$ cat src/rtl/axis_keygen_loader.sv
// axis_keygen_loader: ingest stage for the CGGI key generator.
// Splits one 64-bit AXI-Stream frame into parameter writes, secret-key BRAM
// writes and omega BRAM writes, then pulses load_done once the final omega
// word has been written.
module axis_keygen_loader #(
  parameter int DATA_WIDTH = 32,
  parameter int ADDR_WIDTH = 12,
  parameter int N_PARAM    = 7,
  parameter int SK_LEN     = 1024,
  parameter int OMEGA_LEN  = 2145
) (
  input  logic                  aclk,
  input  logic                  aresetn,
  input  logic [63:0]           s_axis_tdata,
  input  logic                  s_axis_tvalid,
  input  logic                  s_axis_tlast,
  output logic                  s_axis_tready,
  input  logic                  core_ready,
  output logic                  param_we,
  output logic [3:0]            param_addr,
  output logic [63:0]           param_data,
  output logic                  sk_we,
  output logic [ADDR_WIDTH-1:0] sk_addr,
  output logic [DATA_WIDTH-1:0] sk_data,
  output logic                  om_we,
  output logic [ADDR_WIDTH-1:0] om_addr,
  output logic [DATA_WIDTH-1:0] om_data,
  output logic                  load_done,
  output logic                  busy,
  output logic                  err_len
);

  localparam logic [2:0] S_IDLE  = 3'd0;
  localparam logic [2:0] S_PARAM = 3'd1;
  localparam logic [2:0] S_SKEY  = 3'd2;
  localparam logic [2:0] S_OMEGA = 3'd3;
  localparam logic [2:0] S_DONE  = 3'd4;

  localparam logic [ADDR_WIDTH-1:0] PARAM_LAST = ADDR_WIDTH'(N_PARAM - 1);
  localparam logic [ADDR_WIDTH-1:0] SK_LAST    = ADDR_WIDTH'(SK_LEN - 1);
  localparam logic [ADDR_WIDTH-1:0] OM_LAST    = ADDR_WIDTH'(OMEGA_LEN - 1);

  logic [2:0]            state_q, state_d;
  logic [ADDR_WIDTH-1:0] count_q, count_d;
  logic                  running_q;
  logic                  accept;
  logic                  wrParam, wrSk, wrOm;
  logic                  setErr, clrErr;

  logic                  paramWe_q;
  logic [3:0]            paramAddr_q;
  logic [63:0]           paramData_q;
  logic                  skWe_q;
  logic [ADDR_WIDTH-1:0] skAddr_q;
  logic [DATA_WIDTH-1:0] skData_q;
  logic                  omWe_q;
  logic [ADDR_WIDTH-1:0] omAddr_q;
  logic [DATA_WIDTH-1:0] omData_q;
  logic                  loadDone_q;
  logic                  errLen_q;

  // The key word lives in the upper half of each beat; the lower half is
  // only meaningful for parameter beats.
  logic [DATA_WIDTH-1:0] beatWord;
  assign beatWord = s_axis_tdata[63 -: DATA_WIDTH];

  // running_q keeps tready low while in reset and lets it follow core_ready
  // from the first clock edge after reset is released.
  assign s_axis_tready = running_q && core_ready && (state_q != S_DONE);
  assign accept        = s_axis_tvalid && s_axis_tready;
  assign busy          = (state_q == S_PARAM) || (state_q == S_SKEY) ||
                         (state_q == S_OMEGA);

  // Frame sequencing: decide the next state, counter value and which write
  // port (if any) this accepted beat goes to.
  always_comb begin
    state_d = state_q;
    count_d = count_q;
    wrParam = 1'b0;
    wrSk    = 1'b0;
    wrOm    = 1'b0;
    setErr  = 1'b0;
    clrErr  = 1'b0;
    case (state_q)
      S_IDLE: begin
        if (accept) begin
          clrErr = 1'b1;
          if (s_axis_tlast) begin
            setErr  = 1'b1;
            count_d = '0;
          end else begin
            wrParam = 1'b1;
            if (PARAM_LAST == '0) begin
              state_d = S_SKEY;
              count_d = '0;
            end else begin
              state_d = S_PARAM;
              count_d = ADDR_WIDTH'(1);
            end
          end
        end
      end
      S_PARAM: begin
        if (accept) begin
          if (s_axis_tlast) begin
            setErr  = 1'b1;
            state_d = S_IDLE;
            count_d = '0;
          end else begin
            wrParam = 1'b1;
            if (count_q == PARAM_LAST) begin
              state_d = S_SKEY;
              count_d = '0;
            end else begin
              count_d = count_q + 1'b1;
            end
          end
        end
      end
      S_SKEY: begin
        if (accept) begin
          if (s_axis_tlast) begin
            setErr  = 1'b1;
            state_d = S_IDLE;
            count_d = '0;
          end else begin
            wrSk = 1'b1;
            if (count_q == SK_LAST) begin
              state_d = S_OMEGA;
              count_d = '0;
            end else begin
              count_d = count_q + 1'b1;
            end
          end
        end
      end
      S_OMEGA: begin
        if (accept) begin
          if (count_q == OM_LAST) begin
            wrOm    = 1'b1;
            state_d = S_DONE;
            count_d = '0;
          end else if (s_axis_tlast) begin
            setErr  = 1'b1;
            state_d = S_IDLE;
            count_d = '0;
          end else begin
            wrOm    = 1'b1;
            count_d = count_q + 1'b1;
          end
        end
      end
      S_DONE: begin
        state_d = S_IDLE;
        count_d = '0;
      end
      default: begin
        state_d = S_IDLE;
        count_d = '0;
      end
    endcase
  end

  // State, beat counter and the post-reset enable for tready.
  always_ff @(posedge aclk or negedge aresetn) begin
    if (!aresetn) begin
      state_q   <= S_IDLE;
      count_q   <= '0;
      running_q <= 1'b0;
    end else begin
      state_q   <= state_d;
      count_q   <= count_d;
      running_q <= 1'b1;
    end
  end

  // Parameter port: strobe every beat, address/data only on a write so
  // they hold their last values in between.
  always_ff @(posedge aclk or negedge aresetn) begin
    if (!aresetn) begin
      paramWe_q   <= 1'b0;
      paramAddr_q <= '0;
      paramData_q <= '0;
    end else begin
      paramWe_q <= wrParam;
      if (wrParam) begin
        paramAddr_q <= count_q[3:0];
        paramData_q <= s_axis_tdata;
      end
    end
  end

  // Secret-key BRAM port.
  always_ff @(posedge aclk or negedge aresetn) begin
    if (!aresetn) begin
      skWe_q   <= 1'b0;
      skAddr_q <= '0;
      skData_q <= '0;
    end else begin
      skWe_q <= wrSk;
      if (wrSk) begin
        skAddr_q <= count_q;
        skData_q <= beatWord;
      end
    end
  end

  // Omega BRAM port.
  always_ff @(posedge aclk or negedge aresetn) begin
    if (!aresetn) begin
      omWe_q   <= 1'b0;
      omAddr_q <= '0;
      omData_q <= '0;
    end else begin
      omWe_q <= wrOm;
      if (wrOm) begin
        omAddr_q <= count_q;
        omData_q <= beatWord;
      end
    end
  end

  // load_done follows the DONE cycle, i.e. one cycle after the last omega
  // write; err_len is sticky until the next frame's first accepted beat.
  always_ff @(posedge aclk or negedge aresetn) begin
    if (!aresetn) begin
      loadDone_q <= 1'b0;
      errLen_q   <= 1'b0;
    end else begin
      loadDone_q <= (state_q == S_DONE);
      if (setErr) begin
        errLen_q <= 1'b1;
      end else if (clrErr) begin
        errLen_q <= 1'b0;
      end
    end
  end

  assign param_we   = paramWe_q;
  assign param_addr = paramAddr_q;
  assign param_data = paramData_q;
  assign sk_we      = skWe_q;
  assign sk_addr    = skAddr_q;
  assign sk_data    = skData_q;
  assign om_we      = omWe_q;
  assign om_addr    = omAddr_q;
  assign om_data    = omData_q;
  assign load_done  = loadDone_q;
  assign err_len    = errLen_q;

endmodule

$ cat config.mk
export PLATFORM = sky130hd
export DESIGN_NAME = axis_keygen_loader
export DESIGN_NICKNAME = d
export VERILOG_FILES = /design/src/rtl/axis_keygen_loader.sv
export SDC_FILE = /design/constraint.sdc
export NUM_CORES = 1
export LEC_CHECK = 0
export ABC_AREA = 1
export CORE_ASPECT_RATIO = 0.8
export CORE_MARGIN = 4
export CORE_UTILIZATION = 45
export DETAILED_ROUTE_END_ITERATION = 16
export HOLD_SLACK_MARGIN = 0.06
export PLACE_DENSITY = 0.79
export REMOVE_ABC_BUFFERS = 1
export SLEW_MARGIN = 20
export SYNTH_ARGS = -nofsm -noshare
export SYNTH_HDL_FRONTEND = slang
export SYNTH_SLANG_ARGS = --single-unit
$ cat constraint.sdc
create_clock -name aclk -period 2 [get_ports aclk]
set_input_delay 0.3 -clock aclk [delete_from_list [all_inputs] [get_ports aclk]]
set_output_delay 0.3 -clock aclk [all_outputs]
set_load 0.03 [all_outputs]
==> results.yml, run 1 <==
run_status:
  outcome: "finished clean"
placed_design:
  place_ws_ns: 0.09785
  hpwlAfterDp_um: 12720
  dp_cells: 1162
  place.gp.congestion: 0.8966
  io_buffers: 231
detailed_routing:
  vias_per_cell: 4.816
  via_count: 5755
  wl_um: 17720
  drtIter0Drc: 393
  firstDrtPassIters: 5
  drc_errors: 0
  wl_per_cell_um: 14.83
  ant_nets: 0
global_route:
  grt_use_total_pct: 20.42
  grt_max_degree: 105
  first_global_vias: 5576
  antenna_found_initial: 0
  grt_pass1_wl_um: 28830
  gr-total-overflow: 0
logic_synthesis:
  synthXorXnorAreaFrac_pct: 0.3789
  synth-simple-area-share_pct: 18.92
  synth.distinct_cells: 26
  synth-seq-cells: 177
  postSynthAreaPerCell_um2: 9.398
  yosys_warnings: 0
  synth_compound_area_share_pct: 9.886
  ys_seq_area_share_pct: 63.86
  synth.cell_area_um2: 6935
  yosys-mux-area-fraction_pct: 0
  synth_top_family_by_area: "simple AND/OR/NAND/NOR gates"
  synth-adder-area-share_pct: 0.5412
  synthCells: 738
sta:
  max_freq_mhz: 555.0
  tightest_slew_ns: 0.5043
  slew_headroom_pct: 66.38
  fin_hold_ws_ns: 0.3284
  fin_setup_tns_ns: 0
  fin_ws_ns: 0.1982
  slew_violations: 0
  fin_crit_ns: 1.802
  finalSetupViolations: 0
  rsz0062_at_grt: "no"
  hold_violations: 0
  finalCritPeriodShare_pct: 90.09
  clock_skew_ns: 0.007455
power_and_ir_drop:
  seqPwrFrac_pct: 36.5
  ir_drop_uv: 827.9
  switching_share_pct: 38.32
  p_leak_uw: 0.004784
  combinationalPowerShare_pct: 39.9
  internal-power_uw: 8749
  power_density_nw_per_um2: 1401
  power_frac_clock_pct: 23.6
  switching_power_uw: 5436
worst_setup_path:
  crit_type: "flop to output port"
  crit_buf_inv: 1
  critical_path_arrival_ns: 1.50
  start_kind: "flop"
  cpPeakStageDelay_ns: 0.69
  cp_max_fo: 2
  crit_chain: "clkdlybuf4s50_1"
  slowest_stage: "clkdlybuf4s50_1"
  cp-end-kind: "output port"
  critPathTopFamily: "buffers and inverters"
  required_ns: 1.70
floorplanning:
  core_area_um2: 15060
  start_util_pct: 46.04
  die_w_um: 146.8
  die_y_um: 119.0
  die-area_um2: 17480
  rows: 40
  io_pins: 232
clocking:
  h-tree-depth: 4
  cts_made_buffers: 17
  clockBufferDepth: 2
  cts_root_buffer: "clkbuf_16"
  worstSkewPairLatency_ns: 0.42
  path_clk_slew_ns: 0.07
  cts_sinks: 177
  post_cts_buffers: 0
  cts_tree: "yes"
final_layout:
  multi_input_area_um2: 2071
  nFillCells: 1166
  mostFrequentLayoutCells: "clkdlybuf4s50_1 (228), nand2_1 (222), dfrtp_1 (177)"
  layout-drive-gt1-share_pct: 6.701
  seqCellArea_um2: 4429
  final_core_util_pct: 67.20
  syn_to_final_growth_pct: 45.97
  final_common_cell: "clkdlybuf4s50_1"
  n_antenna_cell: 0
  nets: 1044
  finalNonFillerCells: 1195
run:
  drv_cap: 0
hold_path:
  hold_path_class: "input port to async pin"
-- area by class of cell --
type                            count  share of cell area [%]
Multi-Input combinational cell    469                   20.45
Tap cell                          210                   2.595
Clock inverter                     15                   1.718
Clock buffer                       17                   4.202
Inverter                           59                   2.188
Timing Repair Buffer              248                   25.09
Sequential cell                   177                   43.75
-- what timing repair did --
item / 4_1_cts / 5_1_grt
pin swaps: 0 / 1
hold buffers: 1 / 0
endpoints found under the setup margin: 1 / 5
gates cloned: 0 / 0
hold endpoints to repair: 28 / 0
gates resized for setup: 1 / 1
-- layer usage --
layer	vias to the layer above	global-route usage (%)	share of wire [%]
met2	211	32.75	47
li1	2793	-	-
met4	0	4.054	0.97
met5	-	0	0
met3	15	6.428	8.2
met1	2736	27.68	44
-- through the flow --
| step | instance area [um^2] | total power [uW] |
|---|---|---|
| 3_5_place_dp | 9510 | 10940 |
| 6_report | 10120 | 14180 |
| 4_1_cts | 10120 | 14320 |
| 5_1_grt | 10120 | 14930 |
| 2_1_floorplan | 6716 | 8211 |
| 3_3_place_gp | 9510 | 10810 |
-- power by group through the flow --
| stage | registers [uW] | clock network (uW) | logic (uW) |
|---|---|---|---|
| 2_1_floorplan | 7140 | 0 | 1070 |
| 3_3_place_gp | 5210 | 0 | 5610 |
| 3_5_place_dp | 5240 | 0 | 5700 |
| 4_1_cts | 5190 | 3420 | 5710 |
| 5_1_grt | 5320 | 3590 | 6010 |
| 6_report | 5180 | 3350 | 5660 |
-- worst paths after layout --
kind | slack (ns) | cells after the start | start | end
worst max-delay path | 0.20 | 1 | param_data[39] | param_data[39]
worst min register to register | 0.47 | 2 | param_data[5] | param_data[5]
min in group aclk | 0.41 | 3 | s_axis_tdata[10] | param_data[10]
worst max register to register | 0.25 | 10 | count_q[0] | om_data[5]
max in group asynchronous | 1.06 | 3 | aresetn | om_data[5]
worst min-delay path | 0.33 | 2 | aresetn | om_data[17]
-- sequential cells by signal, indices dropped and copies added, names as in the netlist --
register	count
state_q	3
om_data	32
sk_addr	12
param_data	64
running_q	1
sk_we	1
sk_data	32
param_addr	4
load_done	1
om_addr	12
om_we	1
param_we	1
err_len	1
count_q	12
-- synthesized netlist by cell type --
cell type / n / area [um^2]
nor2_1: 74 / 277.8
a21oi_1: 46 / 230.2
buf_2: 10 / 50.05
buf_4: 8 / 60.06
a31oi_1: 1 / 6.260
o21ai_0: 70 / 350.3
nand2_2: 1 / 6.260
ha_1: 3 / 37.54
xor2_1: 3 / 26.28
conb_1: 1 / 3.750
inv_1: 53 / 198.9
clkbuf_1: 6 / 22.52
nand2_4: 1 / 11.26
nand3_1: 12 / 60.06
buf_1: 2 / 7.510
o21ai_1: 18 / 90.09
nand2_1: 222 / 833.3
inv_2: 6 / 22.52
nor3_1: 5 / 25.02
buf_6: 7 / 78.83
a21oi_2: 1 / 8.760
or2_2: 1 / 6.260
nor2_4: 4 / 45.04
dfrtp_1: 177 / 4429
nand4_1: 5 / 31.28
nor3_4: 1 / 16.27
-- logic make-up (layout without fill, tap and decap cells) --
family,Yosys count,count (layout)
AND/OR/NAND/NOR,326,326
adder cells (fa/ha/maj),3,3
buffers and inverters,92,339
AO/OA/AOI/OAI,136,136
other,1,1
XOR/XNOR,3,3
flip-flops,177,177
-- worst register-to-register path: stages (launching register included) --
cell and delay (ns):
dfrtp_1 0.41, inv_1 0.15, ha_1 0.18, nand2_1 0.05
nor2_1 0.08, nand3_1 0.13, a21oi_2 0.15, nand2_2 0.11
buf_12 0.19, nand2_1 0.10, o21ai_0 0.08
No activity file was read; power rests on OpenSTA's default activity.
==> inputs of run 2 (changes only) <==
- SLEW_MARGIN: 20 -> 15
==> results of run 2 <==
Same layout as run 1: the final DEF is identical, and so are final timing and power.
==> inputs of run 3 (changes only) <==
- CELL_PAD_IN_SITES_DETAIL_PLACEMENT: not set -> 0
- CELL_PAD_IN_SITES_GLOBAL_PLACEMENT: not set -> 2
- CORE_UTILIZATION: 45 -> 27
- PLACE_DENSITY: 0.79 -> 0.84
- RECOVER_POWER: not set -> 50
==> run 3 against run 2 <==
Critical path depth stayed put. Routed wire length is 12% higher. Maximum frequency is 0.47% lower. Sequential cell count stayed put. Clock power is 2% lower. Global-route usage is 6.4 points lower. Setup slack worse by 0.0085 ns. Clock skew is 0.0069 ns higher. Die area is 62% higher. Critical path type unchanged.
==> results.yml, run 3 (synthesis gave the netlist of run 1 again) <==
global_route:
  gr-total-overflow: 0
  grt_pass1_wl_um: 31700
  first_global_vias: 5576
  grt_max_degree: 70
  antenna_found_initial: 0
  grt_use_total_pct: 14.02
sta:
  hold_violations: 0
  finalSetupViolations: 0
  fin_setup_tns_ns: 0
  clock_skew_ns: 0.01433
  max_freq_mhz: 552.4
  slew_headroom_pct: 53.61
  finalCritPeriodShare_pct: 90.51
  fin_crit_ns: 1.810
  tightest_slew_ns: 0.6959
  rsz0062_at_grt: "no"
  slew_violations: 0
worst_setup_path:
  cp-end-kind: "output port"
  start_kind: "flop"
  crit_buf_inv: 1
  cp_max_fo: 2
  critPathTopFamily: "buffers and inverters"
  required_ns: 1.70
  crit_chain: "clkdlybuf4s50_1"
  crit_type: "flop to output port"
  slowest_stage: "clkdlybuf4s50_1"
  cpPeakStageDelay_ns: 0.69
  critical_path_arrival_ns: 1.51
final_layout:
  nets: 1049
  syn_to_final_growth_pct: 47.50
  n_antenna_cell: 0
  mostFrequentLayoutCells: "clkdlybuf4s50_1 (228), nand2_1 (222), dfrtp_1 (177)"
  final_common_cell: "clkdlybuf4s50_1"
  finalNonFillerCells: 1313
  layout-drive-gt1-share_pct: 6.775
  final_core_util_pct: 40.42
  largest_reg_flops: 64
floorplanning:
  rows: 52
  die_y_um: 151.4
  core_area_um2: 25310
  die_w_um: 187.2
  io_pins: 232
  die-area_um2: 28330
  start_util_pct: 27.40
detailed_routing:
  ant_nets: 0
  firstDrtPassIters: 4
  vias_per_cell: 4.312
  via_count: 5662
  drtIter0Drc: 324
  drc_errors: 0
  wl_um: 19850
  wl_per_cell_um: 15.12
clocking:
  h-tree-depth: 4
  cts_root_buffer: "clkbuf_16"
  worstSkewPairLatency_ns: 0.43
  cts_made_buffers: 17
  cts_sinks: 177
  cts_tree: "yes"
  path_clk_slew_ns: 0.08
  clockBufferDepth: 2
placed_design:
  place.gp.congestion: 0.7970
  hpwlAfterDp_um: 14320
  dp_cells: 1281
  io_buffers: 231
power_and_ir_drop:
  finalPower_uw: 14110
  ir_drop_uv: 468.8
  p_leak_uw: 0.004785
  power_density_nw_per_um2: 1379
hold_path:
  hold_path_class: "input port to async pin"
run_status:
  outcome: "finished clean"
run:
  drv_cap: 0
-- run 3: power breakdown --
part	internal [uW]	switching, uW
Clock	1660	1610
Sequential	4580	580
Combinational	2290	3390
-- run 3: stage by stage --
| stage | instance area [um^2] | worst slack (ns) | hold WS (ns) |
|---|---|---|---|
| 6_report | 10230 | 0.1897 | 0.3711 |
| 3_5_place_dp | 9709 | 0.1019 | 0.3034 |
| 2_1_floorplan | 6716 | -0.2420 | 0.004409 |
| 4_1_cts | 10290 | 0.1288 | 0.3758 |
| 3_3_place_gp | 9709 | 0.1508 | 0.3050 |
| 5_1_grt | 10230 | 0.04071 | 0.3890 |
-- run 3: path summary, 6_finish.rpt --
path	start	to	slack (ns)	cells past startpoint
setup / recovery	param_addr[1]	param_addr[1]	0.19	1
hold / removal	aresetn	om_data[19]	0.37	2
setup reg to reg	count_q[0]	om_data[11]	0.21	10
hold reg to reg	param_data[31]	param_data[31]	0.47	2
max in group asynchronous	aresetn	param_data[59]	0.49	3
min in group aclk	s_axis_tdata[2]	param_data[2]	0.41	3
-- run 3: timing repair --
item	4_1_cts	5_1_grt
hold buffers	1	0
hold endpoints to repair	50	0
gates resized for setup	1	0
setup endpoints to repair	1	0
buffers inserted	0	0
-- run 3: cell type report --
class | instances | area (um^2)
clock buffer | 17 | 425.4
fill | 2577 | 15080
timing repair buffer | 253 | 2547
tap | 324 | 405.4
sequential | 177 | 4429
multi-input combinational | 469 | 2052
inverter | 59 | 222.7
clock inverter | 14 | 147.6
-- run 3: per-layer routing --
layer | track usage, % | share of wire (%) | vias up
met1 | 20.11 | 49 | 2678
met3 | 3.756 | 5.1 | 15
met4 | 3.806 | 1.1 | 0
met2 | 21.00 | 45 | 157
li1 | - | - | 2812
met5 | 0 | 0 | -
